`src/rtl/seven_seg_scanner.sv`:
```
// Multiplexed 4-digit 7-segment scanner with BCD decode, frame-consistent shadow and per-digit blink.
// Latency: ANODE/SEG registered one cycle after scan/shadow/blink state; no backpressure, free-running.
module seven_seg_scanner #(
    parameter int REFRESH_DIV = 100000,
    parameter int BLINK_DIV   = 50000000
) (
    input  logic        MCLK,
    input  logic        RESET,
    input  logic [15:0] DIGITS,
    input  logic [1:0]  BLNK_INDEX,
    input  logic        BLNK_ENABLE,
    output logic [3:0]  ANODE,
    output logic [6:0]  SEG
);

    localparam int RW = (REFRESH_DIV > 1) ? $clog2(REFRESH_DIV) : 1;
    localparam int BW = (BLINK_DIV > 1) ? $clog2(BLINK_DIV) : 1;
    localparam logic [RW-1:0] REFRESH_LAST = RW'(REFRESH_DIV - 1);
    localparam logic [BW-1:0] BLINK_LAST   = BW'(BLINK_DIV - 1);

    logic [RW-1:0] refresh_cnt;
    logic          slot_tick;
    logic [1:0]    scan_idx;
    logic [15:0]   shadow;
    logic [BW-1:0] blink_cnt;
    logic          blink_phase;
    logic [3:0]    digit;
    logic [6:0]    seg_dec;
    logic [3:0]    anode_dec;
    logic          blank;

    assign slot_tick = (refresh_cnt == REFRESH_LAST);

    // Shadow only reloads at the end of slot 3 so a whole frame shows one value.
    always_ff @(posedge MCLK or posedge RESET) begin
        if (RESET) begin
            refresh_cnt <= '0;
            scan_idx    <= 2'd0;
            shadow      <= 16'h0000;
        end else if (slot_tick) begin
            refresh_cnt <= '0;
            scan_idx    <= scan_idx + 2'd1;
            if (scan_idx == 2'd3) begin
                shadow <= DIGITS;
            end
        end else begin
            refresh_cnt <= refresh_cnt + RW'(1);
        end
    end

    // Holding the counter at 0 while disabled guarantees a full visible phase on re-enable.
    always_ff @(posedge MCLK or posedge RESET) begin
        if (RESET) begin
            blink_cnt   <= '0;
            blink_phase <= 1'b1;
        end else if (!BLNK_ENABLE) begin
            blink_cnt   <= '0;
            blink_phase <= 1'b1;
        end else if (blink_cnt == BLINK_LAST) begin
            blink_cnt   <= '0;
            blink_phase <= ~blink_phase;
        end else begin
            blink_cnt <= blink_cnt + BW'(1);
        end
    end

    always_comb begin
        digit     = shadow[{scan_idx, 2'b00} +: 4];
        anode_dec = ~(4'b0001 << scan_idx);
        blank     = BLNK_ENABLE && !blink_phase && (BLNK_INDEX == scan_idx);
        case (digit)
            4'd0:    seg_dec = 7'b1000000;
            4'd1:    seg_dec = 7'b1111001;
            4'd2:    seg_dec = 7'b0100100;
            4'd3:    seg_dec = 7'b0110000;
            4'd4:    seg_dec = 7'b0011001;
            4'd5:    seg_dec = 7'b0010010;
            4'd6:    seg_dec = 7'b0000010;
            4'd7:    seg_dec = 7'b1111000;
            4'd8:    seg_dec = 7'b0000000;
            4'd9:    seg_dec = 7'b0010000;
            default: seg_dec = 7'b0111111;
        endcase
    end

    always_ff @(posedge MCLK or posedge RESET) begin
        if (RESET) begin
            ANODE <= 4'b1111;
            SEG   <= 7'b1111111;
        end else if (blank) begin
            ANODE <= 4'b1111;
            SEG   <= 7'b1111111;
        end else begin
            ANODE <= anode_dec;
            SEG   <= seg_dec;
        end
    end

endmodule

```
`config.mk`:
```
export PLATFORM = sky130hd
export DESIGN_NAME = seven_seg_scanner
export DESIGN_NICKNAME = d
export VERILOG_FILES = /design/src/rtl/seven_seg_scanner.sv
export SDC_FILE = /design/constraint.sdc
export NUM_CORES = 1
export LEC_CHECK = 0
export CORE_ASPECT_RATIO = 0.7
export CORE_MARGIN = 3
export CORE_UTILIZATION = 57
export DETAILED_ROUTE_END_ITERATION = 10
export PLACE_DENSITY = 0.79
export SETUP_SLACK_MARGIN = 0.4
export SYNTH_ARGS = -nofsm -noshare
export SYNTH_HDL_FRONTEND = slang
export SYNTH_SLANG_ARGS = --single-unit
```
`constraint.sdc`:
```
create_clock -name MCLK -period 3.4 [get_ports MCLK]
set_clock_uncertainty 0.15 [all_clocks]
set_input_delay 0.68 -clock MCLK [delete_from_list [all_inputs] [get_ports MCLK]]
set_output_delay 0.68 -clock MCLK [all_outputs]
set_load 0.02 [all_outputs]
```
==> qor.csv <==
stage,metric,value,unit
critical_path,CP Launch Type,flip-flop,
grt,pin count of the biggest net entering global routing,45,
clock_tree,Root Driver,clkbuf_8,
floorplanning,core box area,0.00590,sq mm
logic_synthesis,Synth cell types,39,
floorplanning,row cnt,23,
critical_path,WP data arrival,2.43,ns
clock_tree,CTS clock-pin slew for the worst setup and hold paths,0.07,ns
logic_synthesis,Cells after Synth,315,
cells_and_area,Nets,380,
clock_tree,CTS Hold Bufs,0,
floorplanning,Initial Utilization,60.7,%
min_path,WHS Path Cells,1,
clock_tree,CTS tree,yes,
logic_synthesis,Synth Flop Type,dfrtp_1,
route,top sig layer,met4,
min_path,Hold Path Class,reg2reg,
clock_tree,CTS Buffer Depth,2,
timing,worst-margin pin slew,0.618,ns
route,final wirelength,6860,um
cells_and_area,Area Growth Syn to Fin,15.7,%
critical_path,"critical path fanouts, max",16,
logic_synthesis,"EDFF count, synth",0,
pwr,PwrDens,405,mW/mm^2
grt,vias in the first global route,2449,
run,Max Cap Viol,0,
route,total number of vias,2499,
clock_tree,CTS Buf Count,9,
cells_and_area,Final Util,70.3,%
timing,Max Freq,427,MHz
cells_and_area,antenna cells,0,
clock_tree,Resize count post-CTS,0,
critical_path,reg2reg path depth,5,
route,Residual DRC,0,
placed_design,IO buf count,31,
clock_tree,H-Tree Depth,3,
logic_synthesis,yosys warns,0,
logic_synthesis,Syn Area/Cell,11.4,sq um
critical_path,FF-to-FF End,shadow[7],
logic_synthesis,register area share after synthesis,51.4,%
route,first-pass iteration count of the detailed router,5,
critical_path,R2R Setup Slk,1.06,ns
timing,Slew HR,58.7,%
floorplanning,Die W,101,um
grt,GRT Overall Usage,21.1,%
route,Via-to-Cell Ratio,5.84,
timing,Final Hold Viols,0,
floorplanning,total die area,0.00729,sq mm
placed_design,gpl congestion,0.788,
clock_tree,Post-CTS Setup Bufs,0,
logic_synthesis,"Async S/R FF share, synth",100,%
timing,RSZ-0062 raised after global routing,false,
timing,final setup vio count,0,
route,WL met2,2820,um
critical_path,CP Capture Type,flip-flop,
critical_path,worst stage delay on the critical path,0.64,ns
route,drt wl/cell,16.0,um
critical_path,reg2reg start,refresh_cnt[0],
logic_synthesis,"flops & latches, synth",73,
floorplanning,I/O pins,32,
grt,initial antenna violation count,0,
pwr,Lkg Pwr,1.76,nW
route,M1 WL,3520,um
clock_tree,clock sink total,73,
route,DR iter-0 viols,161,
logic_synthesis,Mapped Area,0.00358,sq mm
timing,setup TNS,0,ns
critical_path,critical path class,reg2reg,
clock_tree,worst skew pair latency,0.35,ns
critical_path,Critical Path RT,3.49,ns
grt,first-pass GRT wire length,11800,um
pwr,VDD IR max,0.000225,V
route,met3 wire len,450,um
timing,Slew Limit Fails,0,
outcome,run status,completed,
grt,grt total ovfl,0,
cells_and_area,layout cells sized above 1,16.1,%
logic_synthesis,Syn Nets,347,
critical_path,crit path cell chain,ha_1 > and4_1 > nand2_2 > or4_4 > mux2_4,
timing,Final Cycle Share,68.9,%
min_path,hold endpoint,blink_cnt[0],
critical_path,Critical-path top delay cell,or4_4,
min_path,HP Start,blink_cnt[0],
timing,Tmin final,2.34,ns
route,Detail Route Antenna Nets,0,
floorplanning,chip height,72.3,um
placed_design,DPL Wire Length,4900,um
## Yosys cell counts (2+ instances only)
cell type	n	share of area (%)
a21oi_1	17	2.4
and2_1	6	1.0
and3_1	5	0.87
and4_1	6	1.5
buf_2	3	0.42
buf_6	2	0.63
clkbuf_1	7	0.73
dfrtp_1	61	43
dfstp_2	12	8.8
ha_1	11	3.8
inv_1	11	1.2
mux2_2	8	2.5
mux2_4	10	4.2
mux2i_1	2	0.56
mux4_2	4	2.5
nand2_1	21	2.2
nand2b_1	2	0.35
nand3_1	10	1.4
nand3b_1	2	0.42
nand4_1	16	2.8
nor2_1	21	2.2
nor2b_1	3	0.52
nor3_1	2	0.28
nor4b_1	2	0.49
o21ai_0	11	1.5
o31ai_1	9	1.9
or3_1	5	0.87
or4_1	10	2.1
xnor2_1	10	2.4
xor2_1	17	4.2
## critical path: cells and delay by family (launching register included)
family        cells  cell delay [ns]
fa+ha+maj         1             0.22
flops             1             0.39
mux               1             0.35
simple gates      3             1.11
## cell type report
cell class / count / area [sq um]
clock buffer: 13 / 149
clock inverter: 3 / 40.0
fill: 424 / 1750
inverter: 11 / 41.3
multi-input combinational: 218 / 1630
sequential: 73 / 1840
tap: 75 / 93.8
timing repair buffer: 35 / 353
## stage by stage
stage	cell area (sq um)	worst slack (ns)	hold slack, ns	power (mW)	instances
2_1_floorplan	3580	0.737	0.274	0.981	315
3_3_place_gp	3960	1.14	0.294	1.04	412
3_5_place_dp	3960	1.06	0.301	1.04	412
4_1_cts	4150	1.06	0.317	1.69	428
5_1_grt	4150	0.936	0.336	1.74	428
6_report	4150	1.06	0.309	1.68	428
## worst max-delay path by stage
stage | startpoint | cells after the start | end | slack, ns
2_1_floorplan | RESET | 1 | blink_cnt[0] | 0.74
3_3_place_gp | refresh_cnt[0] | 5 | shadow[11] | 1.14
3_5_place_dp | refresh_cnt[0] | 5 | shadow[10] | 1.06
4_1_cts | refresh_cnt[0] | 5 | shadow[8] | 1.06
5_1_grt | refresh_cnt[0] | 5 | shadow[7] | 0.94
6_report | refresh_cnt[0] | 5 | shadow[7] | 1.06
## logic make-up (layout without fill, tap and decap cells)
logic type	count (synthesis)	in the layout	share of synthesized area [%]
AND/OR/NAND/NOR	116	116	18.2
flip-flops	73	73	51.4
AO/OA/AOI/OAI	40	40	6.71
XOR/XNOR	27	27	6.60
multiplexers	24	24	9.78
buffers and inverters	24	62	3.49
adder cells (fa/ha/maj)	11	11	3.84
## report_power, final
part	switching (mW)	leakage, nW	internal [mW]	total (mW)
combinational	0.0593	0.736	0.0611	0.120
sequential	0.00921	0.924	0.893	0.902
clock	0.298	0.0974	0.357	0.655
## cell usage in the layout, fill, tap and decap left out, types with 2 or more instances in the layout
master	instances
or3_1	5
mux2i_1	2
mux2_4	10
nand2b_1	2
o31ai_1	9
clkinv_2	2
clkbuf_8	10
or4_1	10
and2_1	6
nand3b_1	2
dfrtp_1	61
a21oi_1	17
ha_1	11
dfstp_2	12
xnor2_1	10
nor2_1	21
clkdlybuf4s50_1	31
clkbuf_1	3
inv_1	10
and4_1	6
nand2_1	21
nand4_1	16
mux2_2	8
mux4_2	4
nor2b_1	3
xor2_1	17
buf_4	3
nand3_1	10
nor3_1	2
and3_1	5
o21ai_0	11
nor4b_1	2
## flip-flops by register name (all words and copies together), names as in the netlist
register / flops
blink_cnt: 26
blink_phase: 1
refresh_cnt: 17
SEG: 7
ANODE: 4
shadow: 16
scan_idx: 2
## layer usage
layer  track usage, %  vias up
met4             6.88        0
met5                0        -
li1                 -     1193
met1             31.8     1216
met3             6.53        9
met2             29.0       81
Power figures use the tool's default switching activity.
